--- config.mk ---
export PLATFORM = sky130hd
export DESIGN_NAME = unidade_controle
export DESIGN_NICKNAME = d
export VERILOG_FILES = /design/src/rtl/unidade_controle.sv
export SDC_FILE = /design/constraint.sdc
export NUM_CORES = 1
export LEC_CHECK = 0
export BUFFER_PORTS_ARGS = -buffer_cell sky130_fd_sc_hd__buf_2
export CELL_PAD_IN_SITES_DETAIL_PLACEMENT = 1
export CELL_PAD_IN_SITES_GLOBAL_PLACEMENT = 1
export CORE_UTILIZATION = 43
export DETAILED_ROUTE_END_ITERATION = 16
export PLACE_DENSITY = 0.88
export SLEW_MARGIN = 25
export SYNTH_ARGS = -nofsm -noshare
export SYNTH_HDL_FRONTEND = slang
export SYNTH_SLANG_ARGS = --single-unit
export TNS_END_PERCENT = 5
--- constraint.sdc ---
create_clock -name clk -period 3.8 [get_ports clk]
set_input_delay 0.76 -clock clk [delete_from_list [all_inputs] [get_ports clk]]
set_output_delay 0.76 -clock clk [all_outputs]
set_load 0.005 [all_outputs]
--- src/rtl/unidade_controle.sv ---
// rtl/unidade_controle.sv - multicycle control FSM for the 64-bit datapath
module unidade_controle #(
    parameter int CNT_W     = 16,
    parameter int MAX_INSTR = 0
) (
    input  logic             clk,
    input  logic             rst_n,
    input  logic             start,
    input  logic [6:0]       opcode,
    output logic             pc_en,
    output logic             ir_en,
    output logic             reg_we,
    output logic             dmem_we,
    output logic             sel_imm,
    output logic             sel_wb,
    output logic [1:0]       alu_op,
    output logic             busy,
    output logic             halted,
    output logic             illegal,
    output logic [CNT_W-1:0] instr_cnt
);

    localparam logic [3:0] S_IDLE    = 4'd0;
    localparam logic [3:0] S_FETCH   = 4'd1;
    localparam logic [3:0] S_LOAD_IR = 4'd2;
    localparam logic [3:0] S_DECODE  = 4'd3;
    localparam logic [3:0] S_EXEC    = 4'd4;
    localparam logic [3:0] S_MEM_RD  = 4'd5;
    localparam logic [3:0] S_MEM_WR  = 4'd6;
    localparam logic [3:0] S_WB      = 4'd7;
    localparam logic [3:0] S_HALT    = 4'd8;

    localparam logic [6:0] OP_HALT  = 7'b0000000;
    localparam logic [6:0] OP_LOAD  = 7'b0000001;
    localparam logic [6:0] OP_STORE = 7'b0000010;
    localparam logic [6:0] OP_ADD   = 7'b0000011;
    localparam logic [6:0] OP_SUB   = 7'b0000100;
    localparam logic [6:0] OP_ADDI  = 7'b0000101;
    localparam logic [6:0] OP_SUBI  = 7'b0000110;

    localparam logic [CNT_W-1:0] MAX_L   = CNT_W'(MAX_INSTR);
    localparam bit               LIMITED = (MAX_INSTR != 0);

    logic [3:0]       state;
    logic [3:0]       state_nxt;
    logic [6:0]       op_q;
    logic             illegal_q;
    logic [CNT_W-1:0] cnt_q;
    logic [CNT_W-1:0] cnt_inc;
    logic             op_known;
    logic             retire;
    logic             limit_hit;
    logic             exec_sub;
    logic             exec_imm;

    // Classify the live IR opcode; only consulted while in DECODE.
    always_comb begin
        op_known = 1'b0;
        case (opcode)
            OP_HALT, OP_LOAD, OP_STORE, OP_ADD,
            OP_SUB, OP_ADDI, OP_SUBI: op_known = 1'b1;
            default:                  op_known = 1'b0;
        endcase
    end

    assign retire    = (state == S_MEM_WR) || (state == S_WB);
    assign cnt_inc   = cnt_q + CNT_W'(1);
    assign limit_hit = LIMITED && (cnt_inc == MAX_L);

    // Execute-phase selects come from the latched opcode so they stay stable through MEM/WB.
    assign exec_sub = (op_q == OP_SUB) || (op_q == OP_SUBI);
    assign exec_imm = (op_q == OP_LOAD) || (op_q == OP_STORE) ||
                      (op_q == OP_ADDI) || (op_q == OP_SUBI);

    // Next-state selection; every non-idle, non-halt state lasts exactly one cycle.
    always_comb begin
        state_nxt = state;
        case (state)
            S_IDLE:    state_nxt = start ? S_FETCH : S_IDLE;
            S_FETCH:   state_nxt = S_LOAD_IR;
            S_LOAD_IR: state_nxt = S_DECODE;
            S_DECODE: begin
                if (!op_known || opcode == OP_HALT)
                    state_nxt = S_HALT;
                else
                    state_nxt = S_EXEC;
            end
            S_EXEC: begin
                if (op_q == OP_LOAD)
                    state_nxt = S_MEM_RD;
                else if (op_q == OP_STORE)
                    state_nxt = S_MEM_WR;
                else
                    state_nxt = S_WB;
            end
            S_MEM_RD:  state_nxt = S_WB;
            S_MEM_WR:  state_nxt = limit_hit ? S_HALT : S_FETCH;
            S_WB:      state_nxt = limit_hit ? S_HALT : S_FETCH;
            S_HALT:    state_nxt = S_HALT;
            default:   state_nxt = S_IDLE;
        endcase
    end

    // State register; async reset abandons any in-flight instruction.
    always_ff @(posedge clk or negedge rst_n) begin
        if (!rst_n)
            state <= S_IDLE;
        else
            state <= state_nxt;
    end

    // Opcode latch and sticky illegal flag, both updated only in DECODE.
    always_ff @(posedge clk or negedge rst_n) begin
        if (!rst_n) begin
            op_q      <= OP_HALT;
            illegal_q <= 1'b0;
        end else if (state == S_DECODE) begin
            op_q <= opcode;
            if (!op_known)
                illegal_q <= 1'b1;
        end
    end

    // Retired-instruction counter; wraps naturally at 2^CNT_W.
    always_ff @(posedge clk or negedge rst_n) begin
        if (!rst_n)
            cnt_q <= '0;
        else if (retire)
            cnt_q <= cnt_inc;
    end

    // Moore output decode from state and latched opcode.
    always_comb begin
        pc_en   = 1'b0;
        ir_en   = 1'b0;
        reg_we  = 1'b0;
        dmem_we = 1'b0;
        sel_imm = 1'b1;
        sel_wb  = 1'b1;
        alu_op  = 2'b00;
        case (state)
            S_LOAD_IR: begin
                ir_en = 1'b1;
                pc_en = 1'b1;
            end
            S_EXEC, S_MEM_RD: begin
                sel_imm = ~exec_imm;
                alu_op  = exec_sub ? 2'b01 : 2'b00;
            end
            S_MEM_WR: begin
                sel_imm = ~exec_imm;
                alu_op  = exec_sub ? 2'b01 : 2'b00;
                dmem_we = 1'b1;
            end
            S_WB: begin
                sel_imm = ~exec_imm;
                alu_op  = exec_sub ? 2'b01 : 2'b00;
                reg_we  = 1'b1;
                sel_wb  = (op_q != OP_LOAD);
            end
            default: ;
        endcase
    end

    assign busy      = (state != S_IDLE) && (state != S_HALT);
    assign halted    = (state == S_HALT);
    assign illegal   = illegal_q;
    assign instr_cnt = cnt_q;

endmodule

; ---- Word-level counts from Yosys, hierarchy flattened
; Cells that the tools add are included.
[totals]
out_inout_bits = 27
wordCells = 56
ram_bits = 0
register_bits = 28
mem_bits_ro = 0
memories = 0
latch_bits = 0
[op_classes]
n_bitwise = 2
n_reduce_logical = 15
order_cmp = 0
n_addsub = 1
multipliers = 0
div = 0
shifts = 0
n_mux = 13
n_eq_ne = 21
[ops]
columns = op, count
row1 = $eq 7x3->1 const B, 6
row2 = $pmux 4 s8, 1
row3 = $eq 7x2->1 const B, 3
row4 = $add 16x1->16 const B, 1
row5 = $eq 4x3->1 const B, 4
row6 = $eq 7x1->1 const B, 2
row7 = $mux 1, 10
row8 = $eq 4x2->1 const B, 2
row9 = $logic_not 7->1, 1
row10 = $ne 7x1->1 const B, 1
row11 = $reduce_or 7->1, 1
row12 = $logic_or 1x1->1, 6
row13 = $eq 4x1->1 const B, 1
row14 = $eq 4x4->1 const B, 1
row15 = $logic_not 4->1, 1
row16 = $mux 4, 1
row17 = $ne 4x4->1 const B, 1
row18 = $reduce_bool 4->1, 1
row19 = $reduce_or 4->1, 1
row20 = $mux 2, 1
row21 = $not 1->1, 2
row22 = $reduce_and 2->1, 1
row23 = $reduce_or 2->1, 1
row24 = $logic_and 1x1->1, 1
row25 = $logic_not 1->1, 1

; ---- Logic depth before layout (Yosys ltp)
; Gate-level depths: netlist of run 1.
[depth]
word_depth = 7
ltp_mapped = 5

; ---- Worst setup path before layout of run 1
; Ideal clock, no wire load.
[synth_path]
kind = reg2out
start = register state[1]
end = output halted
path_stages_with_launch = 4
t_arrival_ns = 1.118
required_ns = 3.040
path_slack_ns = 1.922
cell_sequence = dfrtp_1 -> buf_4 -> or3_1 -> nor2_1
[synth_via]
elab_chain_cells = 1
[synth_lines]
columns = item, line
row1 = from (decl), 44  ; logic [3:0] state;
row2 = from (signal assigned), 109  ; state <= state_nxt;
row3 = $eq 4x4->1, 166  ; assign halted = (state == S_HALT);
row4 = to (decl), 18  ; output logic halted,
; Every way passes these cells.

; ---- Final worst setup path of run 1
[layout_path]
start = register op_q[5]
end = output sel_wb
[layout_via]
elab_chain_cells = 2
[layout_lines]
columns = item, line
row1 = from (decl), 46  ; logic [6:0] op_q;
row2 = from (signal assigned), 118  ; op_q <= opcode;
row3 = $ne 7x1->1, 159  ; sel_wb = (op_q != OP_LOAD);
row4 = $mux 1, 141  ; case (state)
row5 = to (decl), 15  ; output logic sel_wb,
; Every way passes these cells.

==> results of run 1 <==
-- cell families after synthesis --
group,synth area share [%]
other,0.269
AND/OR/NAND/NOR,25.7
flip-flops,50.3
buffers and inverters,2.70
XOR/XNOR,10.1
AO/OA/AOI/OAI,3.59
multiplexers,6.47
adder cells (fa/ha/maj),0.898
-- worst max-delay path by stage --
stage | from | cells after the start | endpoint
floorplan | state[1] | 3 | halted
global placement | op_q[5] | 4 | alu_op[0]
detailed placement | op_q[5] | 4 | sel_wb
CTS | op_q[5] | 4 | sel_wb
global route | op_q[5] | 4 | sel_wb
finish | op_q[5] | 4 | sel_wb
-- state kept, by name, indices dropped and copies added, names as in the netlist --
register / cells
illegal: 1
instr_cnt: 16
op_q: 7
state: 4
-- power groups by stage --
stage,Sequential (mW),Combinational (mW),Clock [mW]
4_1_cts,0.453,0.233,0.202
2_1_floorplan,0.420,0.190,0
6_report,0.454,0.229,0.199
5_1_grt,0.467,0.252,0.212
3_3_place_gp,0.449,0.213,0
3_5_place_dp,0.459,0.229,0
-- per-stage QoR --
step | hold WS, ns | worst slack, ns
6_report | 0.409 | 1.26
5_1_grt | 0.439 | 1.19
4_1_cts | 0.426 | 1.26
3_5_place_dp | 0.461 | 1.66
3_3_place_gp | 0.437 | 1.78
2_1_floorplan | 0.451 | 1.92
-- worst max-delay path, delay by kind of cell, from the launching register on --
| kind | cells | cell delay [ns] |
|---|---|---|
| DFF | 1 | 0.42 |
| buffers and inverters | 1 | 0.17 |
| and+or+nand+nor | 3 | 0.86 |
-- synth_stat cells --
| cell type | instances |
|---|---|
| and3b_1 | 1 |
| nand4b_4 | 1 |
| dfrtp_1 | 28 |
| nand2_1 | 11 |
| nor4bb_1 | 1 |
| nor2_1 | 9 |
| nor4_4 | 1 |
| xor2_1 | 5 |
| inv_1 | 2 |
| or3_1 | 2 |
| xnor2_1 | 11 |
| nand2b_1 | 1 |
| nand3_1 | 6 |
| o21ai_0 | 2 |
| and4_2 | 1 |
| nand4_1 | 3 |
| ha_1 | 1 |
| nor3_1 | 3 |
| nor3b_1 | 1 |
| nor4_1 | 2 |
| buf_4 | 4 |
| nor3_4 | 2 |
| a21o_1 | 2 |
| conb_1 | 1 |
| o211ai_1 | 1 |
| o311a_1 | 1 |
| and3_1 | 2 |
| nand2_4 | 1 |
| nand4_4 | 1 |
| nand3b_4 | 1 |
| a21boi_0 | 1 |
| and4_1 | 1 |
| mux2_2 | 8 |
-- final cells by class --
cell class,count,area (um2)
fill,366,1410
sequential,28,701
multi-input combinational,84,654
timing repair buffer,35,175
tap,44,55.1
clock inverter,1,30.0
clock buffer,3,22.5
inverter,2,7.51
-- metal layers --
layer | wire length (um) | GRT usage (%) | vias to the layer above
met1 | 1320 | 24.0 | 518
met4 | 85 | 9.86 | 0
li1 | - | - | 477
met2 | 1710 | 37.3 | 26
met5 | 0 | 0 | -
met3 | 78 | 2.42 | 8
==> metrics.csv, run 1 <==
stage;metric;value;unit
outcome;status;completed;
timing;max frequency;393;MHz
worst_setup_path;Critical Path RT;3.04;ns
routing;post-route DRC violation count;0;
clock_network;Worst-path clk slew;0.16;ns
final_layout;ANT cells;0;
worst_setup_path;WS Path Type;register to output port;
placement;gpl congestion;0.758;
logic_synthesis;Yosys reg bits;28;
timing;Clock Skew;0.00412;ns
worst_setup_path;register-to-register setup slack;2.07;ns
timing;Worst Tran Pin Value;0.617;ns
floorplanning;die height;58.9;um
worst_setup_path;crit path max fanout;3;
hold_path;worst min path class;input pin to asynchronous set/reset pin;
placement;DP HPWL;2400;um
clock_network;Worst-Skew Late Latency;0.34;ns
worst_setup_path;worst r2r src;state[2];
logic_synthesis;Avg Inst Size Synth;11.8;um2
clock_network;CTS Hold Bufs;0;
final_layout;most frequent cells in the layout;buf_2 (35), dfrtp_1 (28), nand2_1 (11), xnor2_1 (11), nor2_1 (9);
power;overall power;0.882;mW
power;P_leak;0.861;nW
power;Reg power frac;51.4;%
worst_setup_path;crit start category;register;
logic_synthesis;post-synth cell types;33;
routing;vias post-DR;1029;
final_layout;Syn-to-layout area delta;18.1;%
power;Clock Power Share;22.6;%
global_routing;total gr overflow;0;
power;combinational share of power;26.0;%
routing;Final ANT Viol Nets;0;
timing;Slew headroom;58.8;%
clock_network;clk buf depth;2;
logic_synthesis;Yosys top cell area share;50.3;%
logic_synthesis;largest area contributor in the netlist;dfrtp_1;
timing;Setup TNS Final;0;ns
floorplanning;io pins;37;
logic_synthesis;Mapped Area;1390;um2
clock_network;CTS sink cnt;28;
logic_synthesis;syn nets;129;
clock_network;post-CTS sizing;0;
global_routing;vias in the first global route;1122;
routing;final wirelength;3200;um
worst_setup_path;RR Endpoint;instr_cnt[13];
routing;First DRT Iteration DRCs;36;
timing;RSZ-0062 raised after global routing;no;
placement;dpl cells;193;
floorplanning;die width;58.9;um
final_layout;Finished Layout Cells;197;
final_layout;final core occ;53.9;%
global_routing;initial antenna violation count;0;
logic_synthesis;Syn. warnings;0;
timing;max-slew violations;0;
global_routing;GRT Total Usage;20.6;%
global_routing;largest net degree at the start of global routing;29;
timing;final number of setup-violating endpoints;0;
floorplanning;core area;3050;um2
worst_setup_path;R2R cell count;4;
clock_network;H-Tree Level Count;1;
final_layout;Final Cell Area;1650;um2
final_layout;commonest non-fill, non-tap cell in the layout;buf_2;
worst_setup_path;critical-path cell list;nor4_1, and3_1, nand4_1, buf_2;
floorplanning;die area;3470;um2
placement;Port-buffer cells;35;
final_layout;Final nets;165;
power;internal power;0.592;mW
logic_synthesis;register area share after synthesis;50.3;%
power;switching power;0.290;mW
power;switching share of total power;32.9;%
placement;post-place instance area;1590;um2
routing;drt wl/cell;16.2;um
global_routing;global-route wire length before repair;5240;um
timing;Final Hold Viols;0;
logic_synthesis;synth top area cells;dfrtp_1 (50%), xnor2_1 (6.9%), mux2_2 (6.5%);
worst_setup_path;CP max stage delay;0.47;ns
clock_network;Num CTS Buffers;3;
worst_setup_path;Arr. time, crit path;1.78;ns
logic_synthesis;post-synthesis cell count;118;
timing;Final period util;66.9;%
floorplanning;Starting Density;45.6;%
routing;DR vias/cell;5.22;
clock_network;TritonCTS clock tree;done;
power;PwrDens;536;nW/um2
routing;1st-pass router iterations;5;
clock_network;Clock Root Buffer;clkbuf_4;
flow_run;max_cap viols;0;
power;Worst VDD drop;304;uV
final_layout;share of layout cells above drive strength 1;35.9;%
clock_network;Post-CTS Setup Inserts;0;
worst_setup_path;crit path max-delay cell type;nor4_1;
worst_setup_path;Worst setup EP type;output port;
timing;Final min period;2.54;ns
floorplanning;row count;20;
(Power assumes the default switching activity.)
==> run 2, diff against run 1 <==
- CORE_UTILIZATION: 43 -> 36
- PLACE_DENSITY: 0.88 -> 0.79
- clock period: 3.8 -> 2.1 ns (I/O delays scaled with it)
==> run 2 against run 1 <==
  * Worst hold slack got worse by 0.26 ns
  * Largest power group unchanged
  * Setup slack worse by 1.1 ns
  * Highest routed layer unchanged
  * Critical endpoint unchanged
  * Sequential cell count stayed put
  * Clock skew up 0.0044 ns
==> metrics.csv, run 2 (synthesis results as in run 1) <==
stage;metric;value;unit;change
outcome;status;completed;;
routing;First DRT Iteration DRCs;32;;-11%
power;Worst VDD drop;315;uV;+3.6%
clock_network;Post-CTS Setup Inserts;0;;unchanged
timing;Final Hold Viols;0;;unchanged
timing;max-slew violations;0;;unchanged
worst_setup_path;Arr. time, crit path;1.56;ns;-0.22 ns
global_routing;vias in the first global route;1046;;-6.8%
timing;max frequency;505;MHz;
worst_setup_path;Worst setup EP type;output port;;
final_layout;max FFs per register;16;;unchanged
clock_network;Worst-Skew Late Latency;0.27;ns;-0.07 ns
worst_setup_path;crit start category;register;;
worst_setup_path;R2R cell count;4;;unchanged
global_routing;global-route wire length before repair;5080;um;-3.2%
worst_setup_path;Buf/Inv on CP;1;;unchanged
final_layout;Final nets;165;;unchanged
routing;Final ANT Viol Nets;0;;unchanged
placement;gpl congestion;0.781;;+3.1%
worst_setup_path;CP delay by family, top;simple AND/OR/NAND/NOR gates;;
routing;vias post-DR;1021;;-0.78%
worst_setup_path;crit path max-delay cell type;dfrtp_1;;
worst_setup_path;critical path depth;4;;unchanged
timing;Slew headroom;58.6;%;-0.25 points
final_layout;Final Cell Area;1670;um2;+1.4%
global_routing;initial antenna violation count;0;;unchanged
flow_run;max_cap viols;0;;unchanged
final_layout;most frequent cells in the layout;buf_2 (35), dfrtp_1 (28), nand2_1 (11), xnor2_1 (11), nor2_1 (9);;
routing;1st-pass router iterations;4;;-1
timing;RSZ-0062 raised after global routing;no;;
global_routing;GRT Total Usage;16.1;%;-4.5 points
clock_network;CTS Hold Bufs;0;;unchanged
timing;Final min period;1.98;ns;
final_layout;commonest non-fill, non-tap cell in the layout;buf_2;;
placement;post-place instance area;1600;um2;+0.31%
placement;DP HPWL;2220;um;-7.2%
global_routing;largest net degree at the start of global routing;29;;unchanged
floorplanning;die width;64.2;um;+9.0%
routing;drt wl/cell;14.7;um;-9.2%
worst_setup_path;Critical Path RT;1.68;ns;-1.36 ns
routing;DR vias/cell;5.08;;-2.8%
timing;Clock Skew;0.00849;ns;+0.00437 ns
power;P_leak;0.864;nW;+0.33%
floorplanning;io pins;37;;unchanged
final_layout;Syn-to-layout area delta;19.8;%;
timing;final number of setup-violating endpoints;0;;unchanged
clock_network;TritonCTS clock tree;done;;
clock_network;H-Tree Level Count;1;;unchanged
power;PwrDens;948;nW/um2;+77%
timing;Worst Tran Pin Value;0.621;ns;+0.00369 ns
final_layout;share of layout cells above drive strength 1;36.6;%;+0.65 points
worst_setup_path;crit path max fanout;3;;unchanged
hold_path;worst min path class;input pin to asynchronous set/reset pin;;
floorplanning;die area;4120;um2;+19%
clock_network;Worst-path clk slew;0.10;ns;-0.06 ns
clock_network;CTS sink cnt;28;;unchanged
final_layout;ANT cells;0;;unchanged
floorplanning;Starting Density;37.8;%;-7.9 points
routing;final wirelength;2960;um;-7.4%
floorplanning;row count;22;;+10%
timing;Setup TNS Final;0;ns;unchanged
worst_setup_path;CP max stage delay;0.42;ns;-0.05 ns
clock_network;clk buf depth;2;;unchanged
timing;Final period util;94.3;%;
clock_network;Num CTS Buffers;3;;unchanged
placement;Port-buffer cells;35;;unchanged
clock_network;Clock Root Buffer;clkbuf_8;;
floorplanning;core area;3690;um2;+21%
worst_setup_path;WS Path Type;register to output port;;
routing;post-route DRC violation count;0;;unchanged
global_routing;total gr overflow;0;;unchanged
floorplanning;die height;64.2;um;+9.0%
worst_setup_path;critical-path cell list;nor4_4, and3_1, nand4_1, buf_2;;
-- run 2: cell types whose count changed in the layout (fill, tap and decap cells not counted) --
| cell | before | now |
|---|---|---|
| nor4_1 | 2 | 1 |
| clkbuf_8 | 0 | 4 |
| clkbuf_4 | 3 | 0 |
| bufinv_16 | 1 | 0 |
| nor4_4 | 1 | 2 |
-- run 2: metal layers --
metal	GRT usage (%)	share of wire, %	vias to the layer above
met5	0	0	-
met4	5.83	1.1	0
met3	1.79	2.7	2
met2	29.0	55	20
met1	19.8	41	516
li1	-	-	483
-- run 2: power breakdown --
part / internal (mW) / switching [mW] / leakage [nW]
sequential: 0.653 / 0.181 / 0.360
combinational: 0.231 / 0.179 / 0.474
clock: 0.168 / 0.168 / 0.0288
total: 1.05 / 0.528 / 0.864
-- run 2: worst register-to-register path, delay by kind of cell, from the launching register on --
family,cells,cell delay [ns]
and+or+nand+nor,3,0.74
DFF,1,0.65
xor gates and xnor gates,1,0.15
-- run 2: path summary, 6_finish.rpt --
| check | start | end | slack [ns] |
|---|---|---|---|
| setup / recovery | op_q[5] | sel_wb | 0.12 |
| hold / removal | rst_n | instr_cnt[2] | 0.15 |
| setup reg to reg | state[2] | instr_cnt[11] | 0.46 |
| hold reg to reg | illegal | illegal | 0.46 |
| max in group asynchronous | rst_n | instr_cnt[7] | 1.54 |
| min in group clk | opcode[4] | op_q[4] | 0.40 |
-- run 2: per-stage QoR --
stage / power [mW] / std cells / utilization, % / setup slack, ns / hold slack, ns
after floorplan: 1.10 / 118 / - / 0.562 / 0.124
after global placement: 1.20 / 197 / 43.3 / 0.393 / 0.434
after detailed placement: 1.23 / 197 / 43.3 / 0.268 / 0.446
after CTS: 1.58 / 201 / 45.0 / 0.0753 / 0.175
after global routing: 1.68 / 201 / 45.2 / 0.0107 / 0.207
final: 1.58 / 201 / 45.2 / 0.120 / 0.151
-- run 2: area by class of cell --
type / instances / area (um2)
Fill cell: 426 / 2020
Inverter: 2 / 7.51
Timing Repair Buffer: 35 / 175
Clock buffer: 4 / 55.1
Tap cell: 48 / 60.1
Sequential cell: 28 / 701
Multi-Input combinational cell: 84 / 669
-- run 2: what timing repair did --
| item | CTS | global route |
|---|---|---|
| setup endpoints to repair | 2 | 2 |
| cloned | 0 | 0 |
| endpoints found under the hold margin | 0 | 0 |
| resized for setup | 1 | 1 |
==> run 3, diff against run 2 <==
- BUFFER_PORTS_ARGS: -buffer_cell sky130_fd_sc_hd__buf_2 -> -buffer_cell sky130_fd_sc_hd__buf_4
==> run 3 against run 2 <==
  * Worst hold slack worse by 0.10 ns
  * Via count is 0.39% higher
  * Sequential share of layout area is 2.1 points lower
  * Clock power shrank 3%
  * Count of clock-buffer cells in the layout stayed put
==> metrics.csv, run 3 (synthesis results as in run 1) <==
stage;metric;value;unit;change
routing;post-route DRC violation count;0;;unchanged
final_layout;share of layout cells above drive strength 1;37.3;%;+0.65 points
timing;final number of setup-violating endpoints;0;;unchanged
floorplanning;die width;64.2;um;unchanged
clock_network;Num CTS Buffers;3;;unchanged
global_routing;initial antenna violation count;0;;unchanged
floorplanning;row count;22;;unchanged
final_layout;max FFs per register;16;;unchanged
placement;dpl cells;197;;unchanged
power;P_leak;0.877;nW;+1.6%
clock_network;Clock Root Buffer;clkbuf_8;;
worst_setup_path;Critical Path RT;1.68;ns;about the same
clock_network;clk buf depth;2;;unchanged
global_routing;global-route wire length before repair;5050;um;-0.55%
floorplanning;io pins;37;;unchanged
global_routing;total gr overflow;0;;unchanged
final_layout;# fillers;427;;+0.23%
timing;final setup margin;0.120;ns;+0.0000520 ns
global_routing;largest net degree at the start of global routing;29;;unchanged
worst_setup_path;WS Path Type;register to output port;;
floorplanning;Starting Density;37.8;%;unchanged
timing;RSZ-0062 raised after global routing;no;;
outcome;status;completed;;
hold_path;worst min path class;input pin to asynchronous set/reset pin;;
routing;1st-pass router iterations;3;;-1
final_layout;most frequent cells in the layout;buf_4 (35), dfrtp_1 (27), nand2_1 (11), xnor2_1 (11), nor2_1 (9);;
routing;vias post-DR;1025;;+0.39%
routing;DR vias/cell;5.10;;+0.39%
placement;Port-buffer cells;35;;unchanged
worst_setup_path;Arr. time, crit path;1.56;ns;about the same
placement;post-place instance area;1690;um2;+5.5%
routing;drt wl/cell;14.7;um;-0.34%
worst_setup_path;Worst setup EP type;output port;;
placement;dpl ws;0.233;ns;-0.0349 ns
global_routing;GRT Total Usage;15.7;%;-0.39 points
final_layout;Final nets;165;;unchanged
timing;Setup TNS Final;0;ns;unchanged
floorplanning;die area;4120;um2;unchanged
final_layout;Finished Layout Cells;201;;unchanged
flow_run;max_cap viols;0;;unchanged
timing;Final min period;1.98;ns;-0.0000520 ns
power;Worst VDD drop;373;uV;+18%
clock_network;H-Tree Level Count;1;;unchanged
worst_setup_path;crit start category;register;;
power;PwrDens;909;nW/um2;-4.1%
floorplanning;die height;64.2;um;unchanged
clock_network;Post-CTS Setup Inserts;0;;unchanged
final_layout;commonest non-fill, non-tap cell in the layout;buf_4;;
worst_setup_path;crit path max fanout;3;;unchanged
routing;final wirelength;2950;um;-0.34%
timing;max-slew violations;0;;unchanged
final_layout;Syn-to-layout area delta;26.1;%;
timing;max frequency;505;MHz;about the same
timing;Final period util;94.3;%;about the same
clock_network;Worst-path clk slew;0.10;ns;about the same
worst_setup_path;worst r2r src;state[2];;
final_layout;Final Cell Area;1760;um2;+5.3%
routing;Final ANT Viol Nets;0;;unchanged
worst_setup_path;crit path from;op_q[5];;
timing;Hold Slack;0.0464;ns;-0.105 ns
floorplanning;core area;3690;um2;unchanged
clock_network;Worst-Skew Late Latency;0.27;ns;about the same
placement;DP HPWL;2350;um;+5.7%
global_routing;vias in the first global route;1048;;+0.19%
timing;Final Hold Viols;0;;unchanged
clock_network;CTS sink cnt;28;;unchanged
final_layout;ANT cells;0;;unchanged
placement;gpl congestion;0.775;;-0.77%
clock_network;TritonCTS clock tree;done;;
timing;Clock Skew;0.00668;ns;-0.00181 ns
routing;First DRT Iteration DRCs;35;;+9.4%
## run 3: cell count changes in the layout (fill, tap and decap cells not counted)
| cell | delta |
|---|---|
| buf_4 | +35 |
| dfrtp_1 | -1 |
| dfrtp_2 | +1 |
| buf_2 | -35 |
## run 3: layout make-up
cell class / count / area [um2] / area share (%)
Multi-Input combinational cell: 84 / 669 / 38.1
Clock buffer: 4 / 55.1 / 3.13
Sequential cell: 28 / 702 / 40.0
Timing Repair Buffer: 35 / 263 / 15.0
Tap cell: 48 / 60.1 / 3.42
Inverter: 2 / 7.51 / 0.427
## run 3: layer usage
metal	track usage [%]	part of all wire [%]
met5	0	0
met1	20.4	44
met3	2.14	1.9
met4	4.17	0.88
met2	27.4	53
## run 3: power breakdown
group | switching [mW] | total [mW] | leakage, nW | internal [mW]
sequential | 0.178 | 0.833 | 0.359 | 0.655
clock | 0.160 | 0.327 | 0.0288 | 0.168
combinational | 0.173 | 0.436 | 0.489 | 0.263
## run 3: worst paths after layout
check                           cells past startpoint       endpoint  slack (ns)
worst max-delay path                                4      alu_op[0]        0.12
max in group asynchronous                           1       state[1]        1.77
min in group clk                                    2        op_q[5]        0.39
worst max register to register                      4  instr_cnt[11]        0.43
worst min-delay path                                1        op_q[3]        0.05
worst min register to register                      1  instr_cnt[15]        0.48
## run 3: timing repair
action	CTS	global route
resized for setup	1	2
hold buffers	0	0
endpoints found under the setup margin	2	3
## run 3: worst max-delay path: stages (launching register included)
cell and delay, ns:
dfrtp_1 0.42, nor4_4 0.34, and3_1 0.24, and3b_1 0.18, buf_4 0.11
## run 3: through the flow
stage	total power, mW	utilization (%)
after floorplan	1.10	-
after global placement	1.24	45.7
after detailed placement	1.26	45.7
after CTS	1.59	47.4
after global routing	1.70	47.6
final	1.60	47.6
